<file path="src/rtl/i2s_rx_controller.sv">
// i2s_rx_controller: I2S master receive controller.
// Generates sck_o/ws_o for the attached ADC/microphone, captures sd_i on sck
// rising edges into left/right sample registers (MSB first) and hands each
// completed stereo frame downstream over a valid/ready interface.
// Optional feature macro: I2S_OVERRUN_DETECT_EN adds a sticky overrun_o flag
// that records a frame dropped because the consumer was still stalling.

// Binary-to-one-hot decoder: onehot[i] is set when bin == i.
module bin_to_onehot #(
    parameter int IN_WIDTH  = 5,
    parameter int OUT_WIDTH = 32
) (
    input  logic [IN_WIDTH-1:0]  bin,
    output logic [OUT_WIDTH-1:0] onehot
);

    // Compare the binary input against every output position.
    always_comb begin
        // NOTE: every output bit is assigned on every pass, so no latch is inferred.
        onehot = '0;
        for (int i = 0; i < OUT_WIDTH; i++) begin
            onehot[i] = (bin == IN_WIDTH'(i));
        end
    end

endmodule

module i2s_rx_controller #(
    parameter int CLK_DIV       = 4,
    parameter int SLOT_WIDTH    = 32,
    parameter int SAMPLE_WIDTH  = 24,
    parameter int BIT_CNT_WIDTH = 5
) (
    input  logic                    clk_i,
    input  logic                    rst_i,
    input  logic                    en_i,
    input  logic                    sd_i,
    output logic                    sck_o,
    output logic                    ws_o,
    output logic [SAMPLE_WIDTH-1:0] left_o,
    output logic [SAMPLE_WIDTH-1:0] right_o,
    output logic                    valid_o,
    input  logic                    ready_i,
    output logic                    busy_o
`ifdef I2S_OVERRUN_DETECT_EN
    ,
    output logic                    overrun_o
`endif
);

    localparam int DIV_W = (CLK_DIV > 1) ? $clog2(CLK_DIV) : 1;

    typedef enum logic {
        IDLE = 1'b0,
        RUN  = 1'b1
    } state_t;

    state_t                   state;
    logic [DIV_W-1:0]         div_cnt;
    logic [BIT_CNT_WIDTH-1:0] bit_cnt;
    logic                     ch;
    logic [SAMPLE_WIDTH-1:0]  left_sh;
    logic [SAMPLE_WIDTH-1:0]  right_sh;
    logic                     frame_done;

    logic                     div_tc;
    logic                     sck_rise;
    logic                     sck_fall;
    logic                     bit_wrap;
    logic [BIT_CNT_WIDTH-1:0] bit_cnt_next;
    logic                     ch_next;
    logic                     ws_next;
    logic                     frame_last;
    logic [SAMPLE_WIDTH-1:0]  slot_onehot;
    logic [SAMPLE_WIDTH-1:0]  bit_we;

    // Bit counter position -> one-hot; positions at or beyond SAMPLE_WIDTH
    // have no output, so the padding bits of each slot are never written.
    bin_to_onehot #(
        .IN_WIDTH  (BIT_CNT_WIDTH),
        .OUT_WIDTH (SAMPLE_WIDTH)
    ) u_bit_dec (
        .bin    (bit_cnt),
        .onehot (slot_onehot)
    );

    // Divider terminal count, sck edge events and next-slot bookkeeping.
    always_comb begin
        div_tc       = (div_cnt == DIV_W'(CLK_DIV - 1));
        sck_rise     = div_tc && !sck_o;
        sck_fall     = div_tc && sck_o;
        bit_wrap     = (bit_cnt == BIT_CNT_WIDTH'(SLOT_WIDTH - 1));
        bit_cnt_next = bit_wrap ? '0 : bit_cnt + BIT_CNT_WIDTH'(1);
        ch_next      = ch ^ bit_wrap;
        // WS changes one sck ahead of the slot it announces.
        ws_next      = ch_next ^ (bit_cnt_next == BIT_CNT_WIDTH'(SLOT_WIDTH - 1));
        frame_last   = sck_rise && ch && (bit_cnt == BIT_CNT_WIDTH'(SAMPLE_WIDTH - 1));
    end

    // Sample bit j is written when bit_cnt == SAMPLE_WIDTH-1-j (MSB first).
    always_comb begin
        bit_we = '0;
        for (int j = 0; j < SAMPLE_WIDTH; j++) begin
            bit_we[j] = sck_rise && slot_onehot[SAMPLE_WIDTH-1-j];
        end
    end

    // Controller FSM with registered outputs: clocking, capture and handshake.
    always_ff @(posedge clk_i or posedge rst_i) begin
        if (rst_i) begin
            state      <= IDLE;
            div_cnt    <= '0;
            bit_cnt    <= '0;
            ch         <= 1'b0;
            sck_o      <= 1'b0;
            ws_o       <= 1'b0;
            busy_o     <= 1'b0;
            // NOTE: the sample shift registers are plain flops, so they are reset like any other state.
            left_sh    <= '0;
            right_sh   <= '0;
            frame_done <= 1'b0;
            left_o     <= '0;
            right_o    <= '0;
            valid_o    <= 1'b0;
`ifdef I2S_OVERRUN_DETECT_EN
            overrun_o  <= 1'b0;
`endif
        end else begin
            // NOTE: non-blocking assignments make every flop here see pre-edge values.
            frame_done <= 1'b0;

            // Output stage: load a completed frame unless a stalled one is held.
            if (frame_done && (!valid_o || ready_i)) begin
                left_o  <= left_sh;
                right_o <= right_sh;
                valid_o <= 1'b1;
            end else if (valid_o && ready_i) begin
                valid_o <= 1'b0;
            end
`ifdef I2S_OVERRUN_DETECT_EN
            if (frame_done && valid_o && !ready_i) begin
                overrun_o <= 1'b1;
            end
`endif

            case (state)
                IDLE: begin
                    div_cnt <= '0;
                    bit_cnt <= '0;
                    ch      <= 1'b0;
                    sck_o   <= 1'b0;
                    ws_o    <= 1'b0;
                    if (en_i) begin
                        state  <= RUN;
                        busy_o <= 1'b1;
`ifdef I2S_OVERRUN_DETECT_EN
                        overrun_o <= 1'b0;
`endif
                    end
                end

                RUN: begin
                    if (!en_i) begin
                        // Abort: drop the partial frame, keep the presented one.
                        state    <= IDLE;
                        busy_o   <= 1'b0;
                        div_cnt  <= '0;
                        bit_cnt  <= '0;
                        ch       <= 1'b0;
                        sck_o    <= 1'b0;
                        ws_o     <= 1'b0;
                        left_sh  <= '0;
                        right_sh <= '0;
                    end else begin
                        if (div_tc) begin
                            div_cnt <= '0;
                            sck_o   <= ~sck_o;
                        end else begin
                            div_cnt <= div_cnt + DIV_W'(1);
                        end

                        if (sck_fall) begin
                            bit_cnt <= bit_cnt_next;
                            ch      <= ch_next;
                            ws_o    <= ws_next;
                        end

                        for (int j = 0; j < SAMPLE_WIDTH; j++) begin
                            if (bit_we[j]) begin
                                if (ch) begin
                                    right_sh[j] <= sd_i;
                                end else begin
                                    left_sh[j] <= sd_i;
                                end
                            end
                        end

                        if (frame_last) begin
                            frame_done <= 1'b1;
                        end
                    end
                end

                default: state <= IDLE;
            endcase
        end
    end

endmodule
</file>
<file path="config.mk">
export PLATFORM = sky130hd
export DESIGN_NAME = i2s_rx_controller
export DESIGN_NICKNAME = d
export VERILOG_FILES = /design/src/rtl/i2s_rx_controller.sv
export SDC_FILE = /design/constraint.sdc
export NUM_CORES = 1
export LEC_CHECK = 0
export ABC_AREA = 1
export CAP_MARGIN = 5
export CORE_MARGIN = 3
export CORE_UTILIZATION = 50
export DETAILED_ROUTE_END_ITERATION = 6
export PLACE_DENSITY = 0.78
export SLEW_MARGIN = 30
export SYNTH_ARGS = -nofsm -noshare
export SYNTH_HDL_FRONTEND = slang
export SYNTH_SLANG_ARGS = --single-unit
export TNS_END_PERCENT = 20
</file>
<file path="constraint.sdc">
create_clock -name clk_i -period 8.8 [get_ports clk_i]
set_input_delay 2.2 -clock clk_i [delete_from_list [all_inputs] [get_ports clk_i]]
set_output_delay 2.2 -clock clk_i [all_outputs]
set_load 0.005 [all_outputs]
</file>
==> results.txt <==
status: finished, final reports clean
RePlAce Congestion: 0.828
cell area power density: 165 nW/um2
syn avg cell area: 10.2 um2
Setup WS pre-CTS: 4.51 ns
reg-to-reg critical path endpoint: ws_o$_DFFE_PP0P_
Clock Tree Buf Depth: 2
Mapped Cells: 470
post-DP HPWL: 6390 um
Setup TNS Final: 0 ns
largest net degree at the start of global routing: 65
Worst R2R Setup Slack: 6.96 ns
CTS tree: done
Seq cells post-synth: 110
drt drc: 0
Synth Net Count: 483
first-pass GRT wire length: 15900 um
top-area cell type share of the netlist area: 57.5%
clock transition at the registers of the reported paths: 0.09 ns
Die Wd: 104 um
post-synth cell types: 25
uppermost layer routed: met4
Routed met3 length: 245 um
area of the multi-input gates: 1850 um2
CTS resizes: 0
Worst R2R Path Depth: 10
Slew headroom: 48.8%
initial antenna violation count: 0
Die Footprint: 10800 um2
H-tree depth: 3
CTS root buf: clkbuf_8
worst r2r src: bit_cnt[0]$_DFFE_PP0P_
register area: 2750 um2
Ant. Diodes: 0
Worst EP arrival: 4.20 ns
slowest stage cell, crit path: inv_2
Die Ht: 104 um
Synth Area in Compound Gates: 6.92%
WL/cell: 13.7 um
share of layout cells above drive strength 1: 17.7%
DR pass1 iterations: 5
Final setup viols: 0
WP data required: 9.11 ns
final hold vios: 0
CTS hold repair buffers: 0
WP buf/inv: 3
core area: 9280 um2
post-route clock period utilization: 44.2%
total power: 0.000928 W
main combinational cell family by area after synthesis: simple AND/OR/NAND/NOR gates
worst min path class: flop to flop
Max Cap Viol: 0
endpoint type of the worst setup path: flop
Routed WL: 8990 um
WHS Endpoint: div_cnt[0]$_DFF_PP0_
crit path kind: primary input to flop
Most common cell on crit path: nand2_1
hold path cells: 1
Post-CTS Setup Inserts: 0
initial core utilization: 51.6%
via count: 3328
post-layout util: 60.7%
slowest cell delay on critical path: 0.51 ns
ranking of synthesized cells by area: dfrtp_1 (57%), nand2_1 (12%), mux2_2 (11%), nand3_1 (3.8%), o21ai_0 (3.0%)
wl on met1: 4200 um
unrepaired setup endpoints after global routing: false
Pins Over Slew Limit: 0
clk_lat worst skew: 0.37 ns
worst-path cell chain: clkdlybuf4s50_1 -> buf_4 -> nand2_1 -> inv_2 -> nand3_1 -> nand2_1
Num Clock Sinks: 110
Final nets: 534
Least-Margin Pin Slew: 0.768 ns
Iter 0 DRT Violations: 135
# port buffers: 56
CTS buffer count: 9
synthesized area: 4790 um2
Yosys Warn Count: 0
FP Rows: 35
Synth Area in Adders: 2.09%
fmax: 257 MHz
Post-Synth XOR/XNOR Area: 0.183%
post-synthesis simple-gate area fraction: 17.9%
final antenna-violating net count: 0
metal2 WL: 4410 um
DR vias/cell: 5.08
vias in the first global route: 3324
Top Ports: 57
post-synthesis mux area share: 11.3%
LEAKAGE: 2.75 nW
sequential area share after synthesis: 57.5%
crit path max fanout: 32
Final WS setup: 4.91 ns
FILL cells: 775
min Tclk post-route: 3.89 ns
GRT Residual Overflow: 0
crit-path leading delay family: buffers and inverters
GRT Resource Usage Total: 17.7%
Area growth syn-to-layout: 17.6%
biggest area consumer among synthesized cells: dfrtp_1
hold_sp: div_cnt[0]$_DFF_PP0_
startpoint types: primary input
worst clock skew: 0.00865 ns
worst vdd rail ir drop: 0.0000819 V
-- report_power, final --
group	internal [W]	switching [W]	leakage [nW]	total (W)
clock	0.000134	0.000169	0.0984	0.000303
sequential	0.000534	0.0000187	1.48	0.000552
combinational	0.0000240	0.0000494	1.17	0.0000734
-- cells in the mapped netlist (all sizes together) --
cell    count
nor2       13
nand4       2
o21ai      43
a21oi       5
o22ai       3
mux2       48
ha          8
xor2        1
nor3        2
a31oi       2
buf        17
inv        21
dfrtp     110
clkbuf      3
nand2     156
nand3      36
-- area by class of cell --
type | instances | share of cell area [%]
Tap cell | 129 | 2.87
Multi-Input combinational cell | 319 | 32.8
Inverter | 21 | 1.44
Sequential cell | 110 | 48.9
Clock buffer | 10 | 2.27
Timing Repair Buffer | 60 | 10.5
Clock inverter | 6 | 1.27
-- cell usage in the layout (no fill, tap or decap), drive strengths merged --
master	synthesis	routed
nand4	2	2
mux2	48	48
buf	17	4
dfrtp	110	110
nor3	2	2
a31oi	2	2
nand3	36	36
clkdlybuf4s50	0	56
bufinv	0	1
o21ai	43	43
clkinvlp	0	1
clkbuf	3	10
nor2	13	13
clkinv	0	3
nand2	156	156
o22ai	3	3
a21oi	5	5
xor2	1	1
ha	8	8
inv	21	22
-- how the worst max path moves through the flow --
stage | startpoint | end | depth (start not counted)
2_1_floorplan | rst_i | bit_cnt[0]$_DFFE_PP0P_ | 1
3_3_place_gp | en_i | right_sh[9]$_DFFE_PP0P_ | 6
3_5_place_dp | en_i | right_sh[13]$_DFFE_PP0P_ | 6
4_1_cts | en_i | left_sh[20]$_DFFE_PP0P_ | 6
5_1_grt | en_i | right_sh[10]$_DFFE_PP0P_ | 6
6_report | en_i | right_sh[10]$_DFFE_PP0P_ | 6
-- routing by layer --
metal	track usage [%]	up-vias
met5	0	-
met4	5.22	0
met3	3.91	14
met2	29.2	55
met1	23.6	1609
li1	-	1650
-- flip-flops by register name, indices dropped and copies added, names as in the netlist --
register	cells
state	1
valid_o	1
frame_done	1
left_o	24
ws_o	1
left_sh	24
sck_o	1
div_cnt	2
busy_o	1
right_sh	24
bit_cnt	5
right_o	24
ch	1
-- kinds of logic (layout without fill, tap and decap cells) --
| group | after synthesis | after routing |
|---|---|---|
| flip-flops | 110 | 110 |
| XOR/XNOR | 1 | 1 |
| AO/OA/AOI/OAI | 53 | 53 |
| multiplexers | 48 | 48 |
| AND/OR/NAND/NOR | 209 | 209 |
| adder cells (fa/ha/maj) | 8 | 8 |
| buffers and inverters | 41 | 97 |
-- stage by stage --
stage | area [um2] | hold WS, ns | std cells
finish | 5630 | 0.449 | 655
global route | 5630 | 0.481 | 655
CTS | 5630 | 0.452 | 655
detailed placement | 5430 | 0.439 | 639
global placement | 5430 | 0.427 | 639
floorplan | 4790 | 0.419 | 470
Note: power is estimated with default switching activity, not from simulation.
